## config.mk

```make
export PLATFORM = sky130hd
export DESIGN_NAME = ddr_request_arbiter_flat
export DESIGN_NICKNAME = d
export VERILOG_FILES = /design/src/rtl/ddr_pkg.sv /design/src/rtl/ddr_request_arbiter_if.sv /design/src/rtl/ddr_refresh_timer.sv /design/src/rtl/ddr_request_arbiter.sv /design/src/flat_wrapper.sv
export SDC_FILE = /design/constraint.sdc
export NUM_CORES = 1
export LEC_CHECK = 0
export BUFFER_PORTS_ARGS = -buffer_cell sky130_fd_sc_hd__buf_2
export CAP_MARGIN = 20
export CORE_UTILIZATION = 40
export CTS_BUF_LIST = sky130_fd_sc_hd__clkbuf_4 sky130_fd_sc_hd__clkbuf_8 sky130_fd_sc_hd__clkbuf_16
export CTS_CLUSTER_SIZE = 8
export DETAILED_ROUTE_END_ITERATION = 16
export PLACE_DENSITY_LB_ADDON = 0.3
export SLEW_MARGIN = 10
export SYNTH_ARGS = -nofsm -noshare
export SYNTH_HDL_FRONTEND = slang
export SYNTH_SLANG_ARGS = --single-unit
```

## constraint.sdc

```tcl
create_clock -name clk133_p -period 3.1 [get_ports clk133_p]
set_input_delay 0.31 -clock clk133_p [delete_from_list [all_inputs] [get_ports clk133_p]]
set_output_delay 0.31 -clock clk133_p [all_outputs]
set_load 0.03 [all_outputs]
```

## src/rtl/ddr_pkg.sv

```systemverilog
// Shared DDR constants and arbiter encodings.
// Used by the request arbiter, its refresh timer and the DDR core.
package ddr_pkg;

  localparam int ADDR_W_DEF = 24;
  localparam int DATA_W_DEF = 32;

  // tREFI is 7.8 us; at 133 MHz that is about 1037 cycles, so 1000 leaves margin.
  localparam int CLK_MHZ              = 133;
  localparam int TREFI_NS             = 7800;
  localparam int REFRESH_INTERVAL_DEF = 1000;

  typedef enum logic [1:0] {
    ST_IDLE      = 2'd0,
    ST_ISSUE     = 2'd1,
    ST_WAIT_READ = 2'd2
  } arb_state_t;

endpackage

```

## src/rtl/ddr_request_arbiter_if.sv

```systemverilog
// Requester and DDR command/read-return signals of the request arbiter.
// slave = arbiter side, master = requesters plus DDR core side.
interface ddr_request_arbiter_if
  import ddr_pkg::*;
#(
  parameter int ADDR_W = ADDR_W_DEF,
  parameter int DATA_W = DATA_W_DEF
);
  logic              disp_req;
  logic [ADDR_W-1:0] disp_addr;
  logic              disp_gnt;
  logic [DATA_W-1:0] disp_rdata;
  logic              disp_rvalid;

  logic              draw_req;
  logic [ADDR_W-1:0] draw_addr;
  logic [DATA_W-1:0] draw_wdata;
  logic              draw_gnt;

  logic              mem_cmd_valid;
  logic              mem_cmd_write;
  logic              mem_cmd_refresh;
  logic [ADDR_W-1:0] mem_cmd_addr;
  logic [DATA_W-1:0] mem_cmd_wdata;
  logic              mem_cmd_ready;
  logic              mem_rvalid;
  logic [DATA_W-1:0] mem_rdata;

  modport slave (
    input  disp_req, disp_addr, draw_req, draw_addr, draw_wdata,
           mem_cmd_ready, mem_rvalid, mem_rdata,
    output disp_gnt, disp_rdata, disp_rvalid, draw_gnt,
           mem_cmd_valid, mem_cmd_write, mem_cmd_refresh, mem_cmd_addr, mem_cmd_wdata
  );

  modport master (
    output disp_req, disp_addr, draw_req, draw_addr, draw_wdata,
           mem_cmd_ready, mem_rvalid, mem_rdata,
    input  disp_gnt, disp_rdata, disp_rvalid, draw_gnt,
           mem_cmd_valid, mem_cmd_write, mem_cmd_refresh, mem_cmd_addr, mem_cmd_wdata
  );
endinterface

```

## src/rtl/ddr_refresh_timer.sv

```systemverilog
// Free-running refresh interval counter with pending flag and sticky missed flag.
// A wrap coinciding with the clear starts a new interval rather than a miss.
module ddr_refresh_timer
  import ddr_pkg::*;
#(
  parameter int REFRESH_INTERVAL = REFRESH_INTERVAL_DEF
) (
  input  logic clk133_p,
  input  logic rst,
  input  logic refresh_clr,
  output logic refresh_pending,
  output logic refresh_missed
);
  localparam int CNT_W = $clog2(REFRESH_INTERVAL);

  logic [CNT_W-1:0] cnt_reg, cnt_next;
  logic             pending_reg, pending_next;
  logic             missed_reg, missed_next;
  logic             wrap;

  always_comb begin
    wrap         = (cnt_reg == CNT_W'(REFRESH_INTERVAL - 1));
    cnt_next     = wrap ? '0 : cnt_reg + CNT_W'(1);
    pending_next = pending_reg;
    missed_next  = missed_reg;
    if (wrap) begin
      pending_next = 1'b1;
      if (pending_reg && !refresh_clr) missed_next = 1'b1;
    end else if (refresh_clr) begin
      pending_next = 1'b0;
    end
  end

  always_ff @(posedge clk133_p or posedge rst) begin
    if (rst) begin
      cnt_reg     <= '0;
      pending_reg <= 1'b0;
      missed_reg  <= 1'b0;
    end else begin
      cnt_reg     <= cnt_next;
      pending_reg <= pending_next;
      missed_reg  <= missed_next;
    end
  end

  assign refresh_pending = pending_reg;
  assign refresh_missed  = missed_reg;
endmodule

```

## src/rtl/ddr_request_arbiter.sv

```systemverilog
// Arbitrates display reads, draw writes and auto-refresh onto one DDR command port.
// Draw gets priority once display has been granted STARVE_LIMIT times while draw waited.
module ddr_request_arbiter
  import ddr_pkg::*;
#(
  parameter int ADDR_W           = ADDR_W_DEF,
  parameter int DATA_W           = DATA_W_DEF,
  parameter int REFRESH_INTERVAL = REFRESH_INTERVAL_DEF,
  parameter int STARVE_LIMIT     = 8
) (
  input  logic                  clk133_p,
  input  logic                  rst,
  ddr_request_arbiter_if.slave  bus,
  output logic                  refresh_missed
);
  localparam int STV_W = $clog2(STARVE_LIMIT + 1);

  arb_state_t        state_reg, state_next;
  logic              valid_reg, valid_next;
  logic              write_reg, write_next;
  logic              refresh_reg, refresh_next;
  logic [ADDR_W-1:0] addr_reg, addr_next;
  logic [DATA_W-1:0] wdata_reg, wdata_next;
  logic              disp_gnt_reg, disp_gnt_next;
  logic              draw_gnt_reg, draw_gnt_next;
  logic              rvalid_reg, rvalid_next;
  logic [DATA_W-1:0] rdata_reg, rdata_next;
  logic [STV_W-1:0]  starve_reg, starve_next;
  logic              refresh_pending;
  logic              refresh_clr;
  logic              draw_starved;

  ddr_refresh_timer #(.REFRESH_INTERVAL(REFRESH_INTERVAL)) u_refresh (
    .clk133_p        (clk133_p),
    .rst             (rst),
    .refresh_clr     (refresh_clr),
    .refresh_pending (refresh_pending),
    .refresh_missed  (refresh_missed)
  );

  always_comb begin
    state_next    = state_reg;
    valid_next    = valid_reg;
    write_next    = write_reg;
    refresh_next  = refresh_reg;
    addr_next     = addr_reg;
    wdata_next    = wdata_reg;
    disp_gnt_next = 1'b0;
    draw_gnt_next = 1'b0;
    rvalid_next   = 1'b0;
    rdata_next    = rdata_reg;
    starve_next   = starve_reg;
    refresh_clr   = 1'b0;
    draw_starved  = (starve_reg == STV_W'(STARVE_LIMIT));

    case (state_reg)
      ST_IDLE: begin
        if (refresh_pending) begin
          state_next   = ST_ISSUE;
          valid_next   = 1'b1;
          write_next   = 1'b0;
          refresh_next = 1'b1;
          addr_next    = '0;
          wdata_next   = '0;
        end else if (bus.draw_req && (draw_starved || !bus.disp_req)) begin
          state_next    = ST_ISSUE;
          valid_next    = 1'b1;
          write_next    = 1'b1;
          refresh_next  = 1'b0;
          addr_next     = bus.draw_addr;
          wdata_next    = bus.draw_wdata;
          draw_gnt_next = 1'b1;
          starve_next   = '0;
        end else if (bus.disp_req) begin
          state_next    = ST_ISSUE;
          valid_next    = 1'b1;
          write_next    = 1'b0;
          refresh_next  = 1'b0;
          addr_next     = bus.disp_addr;
          wdata_next    = '0;
          disp_gnt_next = 1'b1;
          if (bus.draw_req && !draw_starved) starve_next = starve_reg + STV_W'(1);
        end
      end
      ST_ISSUE: begin
        if (bus.mem_cmd_ready) begin
          valid_next  = 1'b0;
          refresh_clr = refresh_reg;
          state_next  = (refresh_reg || write_reg) ? ST_IDLE : ST_WAIT_READ;
        end
      end
      ST_WAIT_READ: begin
        if (bus.mem_rvalid) begin
          rdata_next  = bus.mem_rdata;
          rvalid_next = 1'b1;
          state_next  = ST_IDLE;
        end
      end
      default: state_next = ST_IDLE;
    endcase
  end

  always_ff @(posedge clk133_p or posedge rst) begin
    if (rst) begin
      state_reg    <= ST_IDLE;
      valid_reg    <= 1'b0;
      write_reg    <= 1'b0;
      refresh_reg  <= 1'b0;
      addr_reg     <= '0;
      wdata_reg    <= '0;
      disp_gnt_reg <= 1'b0;
      draw_gnt_reg <= 1'b0;
      rvalid_reg   <= 1'b0;
      rdata_reg    <= '0;
      starve_reg   <= '0;
    end else begin
      state_reg    <= state_next;
      valid_reg    <= valid_next;
      write_reg    <= write_next;
      refresh_reg  <= refresh_next;
      addr_reg     <= addr_next;
      wdata_reg    <= wdata_next;
      disp_gnt_reg <= disp_gnt_next;
      draw_gnt_reg <= draw_gnt_next;
      rvalid_reg   <= rvalid_next;
      rdata_reg    <= rdata_next;
      starve_reg   <= starve_next;
    end
  end

  assign bus.mem_cmd_valid   = valid_reg;
  assign bus.mem_cmd_write   = write_reg;
  assign bus.mem_cmd_refresh = refresh_reg;
  assign bus.mem_cmd_addr    = addr_reg;
  assign bus.mem_cmd_wdata   = wdata_reg;
  assign bus.disp_gnt        = disp_gnt_reg;
  assign bus.draw_gnt        = draw_gnt_reg;
  assign bus.disp_rvalid     = rvalid_reg;
  assign bus.disp_rdata      = rdata_reg;
endmodule

```

## src/flat_wrapper.sv

```systemverilog
// flat-port wrapper written by rule: the top's interface ports become plain ports
module ddr_request_arbiter_flat import ddr_pkg::*;
#(
  parameter int ADDR_W           = ADDR_W_DEF,
  parameter int DATA_W           = DATA_W_DEF,
  parameter int REFRESH_INTERVAL = REFRESH_INTERVAL_DEF,
  parameter int STARVE_LIMIT     = 8
)
  (clk133_p, rst, refresh_missed, bus_disp_req, bus_disp_addr, bus_draw_req, bus_draw_addr, bus_draw_wdata, bus_mem_cmd_ready, bus_mem_rvalid, bus_mem_rdata, bus_disp_gnt, bus_disp_rdata, bus_disp_rvalid, bus_draw_gnt, bus_mem_cmd_valid, bus_mem_cmd_write, bus_mem_cmd_refresh, bus_mem_cmd_addr, bus_mem_cmd_wdata);
  ddr_request_arbiter_if #(.ADDR_W(ADDR_W), .DATA_W(DATA_W)) bus_i ();
  input  logic clk133_p;
  input  logic rst;
  output logic refresh_missed;
  input wire logic [$bits(bus_i.disp_req)-1:0] bus_disp_req;
  input wire logic [$bits(bus_i.disp_addr)-1:0] bus_disp_addr;
  input wire logic [$bits(bus_i.draw_req)-1:0] bus_draw_req;
  input wire logic [$bits(bus_i.draw_addr)-1:0] bus_draw_addr;
  input wire logic [$bits(bus_i.draw_wdata)-1:0] bus_draw_wdata;
  input wire logic [$bits(bus_i.mem_cmd_ready)-1:0] bus_mem_cmd_ready;
  input wire logic [$bits(bus_i.mem_rvalid)-1:0] bus_mem_rvalid;
  input wire logic [$bits(bus_i.mem_rdata)-1:0] bus_mem_rdata;
  output wire logic [$bits(bus_i.disp_gnt)-1:0] bus_disp_gnt;
  output wire logic [$bits(bus_i.disp_rdata)-1:0] bus_disp_rdata;
  output wire logic [$bits(bus_i.disp_rvalid)-1:0] bus_disp_rvalid;
  output wire logic [$bits(bus_i.draw_gnt)-1:0] bus_draw_gnt;
  output wire logic [$bits(bus_i.mem_cmd_valid)-1:0] bus_mem_cmd_valid;
  output wire logic [$bits(bus_i.mem_cmd_write)-1:0] bus_mem_cmd_write;
  output wire logic [$bits(bus_i.mem_cmd_refresh)-1:0] bus_mem_cmd_refresh;
  output wire logic [$bits(bus_i.mem_cmd_addr)-1:0] bus_mem_cmd_addr;
  output wire logic [$bits(bus_i.mem_cmd_wdata)-1:0] bus_mem_cmd_wdata;
  assign bus_i.disp_req = bus_disp_req;
  assign bus_i.disp_addr = bus_disp_addr;
  assign bus_i.draw_req = bus_draw_req;
  assign bus_i.draw_addr = bus_draw_addr;
  assign bus_i.draw_wdata = bus_draw_wdata;
  assign bus_i.mem_cmd_ready = bus_mem_cmd_ready;
  assign bus_i.mem_rvalid = bus_mem_rvalid;
  assign bus_i.mem_rdata = bus_mem_rdata;
  assign bus_disp_gnt = bus_i.disp_gnt;
  assign bus_disp_rdata = bus_i.disp_rdata;
  assign bus_disp_rvalid = bus_i.disp_rvalid;
  assign bus_draw_gnt = bus_i.draw_gnt;
  assign bus_mem_cmd_valid = bus_i.mem_cmd_valid;
  assign bus_mem_cmd_write = bus_i.mem_cmd_write;
  assign bus_mem_cmd_refresh = bus_i.mem_cmd_refresh;
  assign bus_mem_cmd_addr = bus_i.mem_cmd_addr;
  assign bus_mem_cmd_wdata = bus_i.mem_cmd_wdata;
  ddr_request_arbiter #(.ADDR_W(ADDR_W), .DATA_W(DATA_W), .REFRESH_INTERVAL(REFRESH_INTERVAL), .STARVE_LIMIT(STARVE_LIMIT)) u_core (.clk133_p(clk133_p), .rst(rst), .bus(bus_i), .refresh_missed(refresh_missed));
endmodule
```

==> impl_metrics.yaml, run 1 <==
route:
  drtIter0Drc: 313
  firstDrtPassIters: 4
  drc: 0
  vias_per_cell: 5.108
  wire_per_inst_um: 14.99
  routed_wl_um: 12500
  ant_nets: 0
  via_count: 4260
sta:
  fin_ws_ns: 1.007
  finalMaxSlewViolations: 0
  setup_viol: 0
  hold_viol: 0
  period_share_pct: 67.50
  setup_tns_ns: 0
  post-route-min-period_ns: 2.093
  timing.fmax_mhz: 477.9
  finClkSkew_ns: 0.006530
  grt_setup_unrepaired: "false"
  relSlewSlack_pct: 38.24
  worst_pin_slew_ns: 0.9244
global_route:
  grt_pass1_wl_um: 19890
  grt_pass1_vias: 4195
  antenna_found_initial: 0
  grt_start_max_net_pins: 52
  gr-total-overflow: 0
  grt.total_usage_pct: 19.53
layout:
  nNetsFinal: 782
  drive_gt1_share_pct: 39.49
  fin_area_um2: 6435
  syn_to_final_growth_pct: 28.51
  diodes: 0
  fin_cells: 834
critical_path:
  cp.required_ns: 3.37
  cp.arrival_ns: 2.36
  cp_max_fo: 16
  path_class: "reg2reg"
  endpoint_kind: "flip-flop"
  crit_path_start_kind: "flip-flop"
placement:
  placed_area_um2: 6128
  gp_congestion: 0.7352
  dp_cells: 818
  place_hpwl_um: 9051
  pre_cts_ws_ns: 1.024
  numPortBuffers: 212
clock_tree:
  post_cts_buffers: 0
  cts_hold_buf: 0
  cts-root-buf: "clkbuf_16"
  clk_pin_slew_ns: 0.07
  clock-sinks: 112
  cts_buffer_depth: 2
  htreeDepth: 3
  cts_tree: "built"
  cts_buffers: 9
  ctsResizeCount: 0
  clk_latency_ns: 0.35
floorplanning:
  core-area_um2: 12110
  initial_core_util_pct: 41.34
  die-height_um: 113.9
  placementRows: 40
  die-area_um2: 12970
  ios: 213
  dieWidth_um: 113.9
logic_synthesis:
  synth_area_leaders: "dfrtp_1, a22o_1, nand2_1, a221oi_2, o21ai_1"
  synth_seq_area_share_pct: 55.97
  synthArstFlopShare_pct: 100.0
  synth-edff-count: 0
  synth_top_cell_area_share_pct: 55.97
  synth.avg_cell_area_um2: 10.84
  synth-seq-cells: 112
  synth_nets: 583
  synth_cell_type_count: 42
  syn_area_um2: 5007
  synthCells: 462
  synth_flop_cell: "dfrtp_1"
  yosys.area.top_type: "dfrtp_1"
  yosysWarnings: 0
power_and_ir_drop:
  power_density_nw_per_um2: 1009
  leakage_uw: 0.003395
  irDropWorstVdd_uv: 577.4
run_status:
  outcome: "finished clean"
flow_run:
  max_cap_violations: 0
min_path:
  hold_path_class: "in2reg"
-- layer usage --
layer  up-vias  routed length (um)  share of wire, %  GRT usage (%)
met1      2055                5031                40          22.97
met5         -                   0                 0              0
met3        28                 612               4.9          4.145
met2       131                6466                52          34.23
met4         0                 390               3.1          9.004
li1       2046                   -                 -              -
-- per-stage QoR --
stage / util (%) / hold slack [ns] / total power [uW]
2_1_floorplan: - / 0.4015 / 4597
3_3_place_gp: 50.60 / 0.4462 / 5293
3_5_place_dp: 50.60 / 0.4546 / 5368
4_1_cts: 53.13 / 0.1281 / 6566
5_1_grt: 53.13 / 0.1371 / 6884
6_report: 53.13 / 0.1415 / 6494
-- Yosys cell counts (2+ instances only) --
cell      number
nand2_1      130
dfrtp_1      112
a22o_1        57
o21ai_1       22
a221oi_2      20
buf_2         13
o21ai_0       11
inv_1          9
buf_6          8
nand3_1        8
nor2_1         7
and3_1         5
buf_4          5
a21oi_1        4
a221oi_1       4
nand4_1        4
nor2b_1        4
clkbuf_1       3
ha_1           3
nand3b_1       3
and2_1         2
buf_8          2
clkbuf_2       2
nand2b_1       2
nor3_1         2
o22ai_1        2
or3_1          2
xnor2_1        2
-- report_power, final --
part	switching (uW)	leakage (uW)	internal, uW
sequential	312	0.00143	2000
clock	532	0.000145	652
combinational	2060	0.00182	946
total	2900	0.00340	3590
-- path summary, 6_finish.rpt --
| path | start | to | slack (ns) | depth (start not counted) |
|---|---|---|---|---|
| max | u_core.starve_reg[0] | u_core.bus.mem_cmd_addr[3] | 1.01 | 6 |
| min | bus_mem_rdata[29] | u_core.bus.disp_rdata[29] | 0.14 | 3 |
| max reg2reg | u_core.starve_reg[0] | u_core.bus.mem_cmd_addr[3] | 1.01 | 6 |
| min reg2reg | u_core.u_refresh.cnt_reg[0] | u_core.u_refresh.cnt_reg[0] | 0.47 | 1 |
| max in group asynchronous | rst | u_core.bus.disp_rdata[19] | 2.21 | 3 |
| min in group asynchronous | rst | u_core.bus.disp_rvalid | 0.15 | 2 |
-- cell families (layout without fill, tap and decap cells) --
logic type               after synthesis  count (layout)  synth area share, %
flip-flops                           112             112                55.97
XOR/XNOR                               3               3               0.5248
multiplexers                           1               1               0.2249
buffers and inverters                 42             246                5.547
adder cells (fa/ha/maj)                3               3               0.7497
AND/OR/NAND/NOR                      173             173                15.09
AO/OA/AOI/OAI                        128             128                21.89
-- final cells by class --
class                           instances  area (um2)
Clock inverter                          6       67.56
Tap cell                              168       210.2
Fill cell                            1148        5677
Timing Repair Buffer                  221        1141
Clock buffer                           10       239.0
Inverter                                9       37.54
Multi-Input combinational cell        308        1937
Sequential cell                       112        2803
-- placed cells by master, fill, tap and decap left out, drive strengths merged, types with 4 or more instances in the layout --
cell      n
dfrtp   112
nand2   130
nor2      8
nor2b     5
a221oi   24
buf     221
nand4     4
a21oi     5
and3      5
clkbuf   10
o21ai    33
a22o     57
inv       9
nand3     8
-- critical path, cell delays in order (launching register included) --
cell and delay [ns]:
dfrtp_1 0.44, inv_1 0.08, ha_1 0.20, and3_1 0.69
buf_4 0.33, a221oi_2 0.09, o21ai_1 0.17
Note: power is estimated with default switching activity, not from simulation.
==> run 2: changes to the inputs <==
clock period = 2.2 ns   (was 3.1 ns; I/O delays follow)
==> run 2 against run 1 <==
  * First-iteration DRC count down 15%
  * Clock-buffer cell count down 1
  * Combinational power up 43%
  * Non-clock buffer count up 2
  * Clock power up 31%
  * Worst setup slack worse by 0.56 ns
  * Wire length down 0.22%
  * Critical path type unchanged
  * Largest power group unchanged
==> impl_metrics.yaml, run 2 (synthesized netlist as in run 1, its figures left out) <==
run_status:
  outcome: "finished clean"
route:
  drc: 0
  firstDrtPassIters: 4
  ant_nets: 0
  vias_per_cell: 5.158
  via_count: 4307
  routed_wl_um: 12470
  drtIter0Drc: 265
  wire_per_inst_um: 14.94
clock_tree:
  htreeDepth: 3
  clock-sinks: 112
  cts_buffer_depth: 2
  clk_latency_ns: 0.35
  cts-root-buf: "clkbuf_16"
  clk_pin_slew_ns: 0.08
  cts_buffers: 9
  cts_tree: "built"
sta:
  setup_tns_ns: 0
  grt_setup_unrepaired: "false"
  fin_ws_ns: 0.4507
  hold_viol: 0
  post-route-min-period_ns: 1.749
  relSlewSlack_pct: 41.17
  period_share_pct: 79.51
  timing.fmax_mhz: 571.7
  finalMaxSlewViolations: 0
  worst_pin_slew_ns: 0.8825
  setup_viol: 0
  finClkSkew_ns: 0.005685
critical_path:
  cp_max_fo: 28
  cp.arrival_ns: 2.01
  rr_worst_depth: 6
  crit_path_start_kind: "flip-flop"
  cp.required_ns: 2.46
  endpoint_kind: "flip-flop"
  path_class: "reg2reg"
floorplanning:
  dieWidth_um: 113.9
  placementRows: 40
  die-height_um: 113.9
  core-area_um2: 12110
  ios: 213
  initial_core_util_pct: 41.34
  die-area_um2: 12970
placement:
  pre_cts_ws_ns: 0.4710
  gp_congestion: 0.8247
  placed_area_um2: 6161
  numPortBuffers: 212
  place_hpwl_um: 8985
layout:
  multi_input_area_um2: 1937
  seqCellArea_um2: 2803
  layout_common_cells: "buf_2, nand2_1, dfrtp_1, a22o_1, o21ai_1"
  drive_gt1_share_pct: 39.43
  nNetsFinal: 784
  fillers: 1135
  fin_area_um2: 6447
  diodes: 0
  mostFrequentLayoutCell: "buf_2"
  syn_to_final_growth_pct: 28.76
min_path:
  whs_path_depth: 3
  hold_path_class: "in2reg"
global_route:
  grt_pass1_vias: 4167
  grtUsageMet1_pct: 23.98
  gr-total-overflow: 0
  grt_use_met3_pct: 2.976
  grt_most_used_layer: "met2"
  grt.total_usage_pct: 19.70
  grt_start_max_net_pins: 51
  grt_pass1_wl_um: 20120
  antenna_found_initial: 0
  grt_use_met2_pct: 33.82
power_and_ir_drop:
  power_density_nw_per_um2: 1409
  power.total_uw: 9083
  leakage_uw: 0.003408
  irDropWorstVdd_uv: 629.1
flow_run:
  max_cap_violations: 0
## run 2: cell count changes in the layout (fill, tap and decap cells not counted)
cell,delta
clkinv_4,+1
bufinv_16,-1
inv_8,+1
clkbuf_8,-1
buf_12,+2
inv_6,+1
dlygate4sd3_1,+1
buf_4,-1
clkinvlp_4,-2
## run 2: critical path, cell delays in order (launching register included)
cell      delay [ns]
dfrtp_1         0.43
inv_1           0.07
ha_1            0.23
a21oi_4         0.17
buf_4           0.42
a221oi_1        0.16
o21ai_0         0.18
## run 2: area by class of cell
class	count	area share, %
timing repair buffer	223	18.36
tap	168	3.260
inverter	9	0.5822
clock buffer	9	3.493
sequential	112	43.47
clock inverter	6	0.7957
multi-input combinational	308	30.04
## run 2: stage by stage
| step | cells | hold slack, ns | util, % |
|---|---|---|---|
| 2_1_floorplan | 462 | 0.3115 | - |
| 3_3_place_gp | 819 | 0.3258 | 50.87 |
| 5_1_grt | 835 | 0.05348 | 53.23 |
| 6_report | 835 | 0.05551 | 53.23 |
| 4_1_cts | 835 | 0.04168 | 53.23 |
| 3_5_place_dp | 819 | 0.3341 | 50.87 |
## run 2: metal layers
metal	part of all wire, %	routed length [um]	vias up
li1	-	-	2046
met4	3.5	435	0
met2	52	6447	153
met5	0	0	-
met3	5.2	651	35
met1	40	4939	2073
## run 2: where the power goes
part	leakage (uW)	internal (uW)	switching, uW	total (uW)
clock network	0.000138	781	755	1540
logic	0.00184	1370	2920	4290
registers	0.00143	2810	442	3260
total	0.00341	4970	4110	9080
## run 2: path summary, 6_finish.rpt
path | endpoint | startpoint | slack [ns]
max | u_core.bus.mem_cmd_addr[20] | u_core.starve_reg[0] | 0.45
min in group asynchronous | u_core.bus.disp_rdata[2] | rst | 0.50
max in group asynchronous | u_core.bus.mem_cmd_addr[18] | rst | 1.05
min reg2reg | u_core.u_refresh.cnt_reg[0] | u_core.u_refresh.cnt_reg[0] | 0.46
min | u_core.bus.disp_rdata[3] | bus_mem_rdata[3] | 0.06
max reg2reg | u_core.bus.mem_cmd_addr[20] | u_core.starve_reg[0] | 0.45
## run 2: what timing repair did
item,in CTS,in global routing
setup buffers,0,0
hold buffers,1,0
resized for setup,0,0
endpoints found under the hold margin,24,0
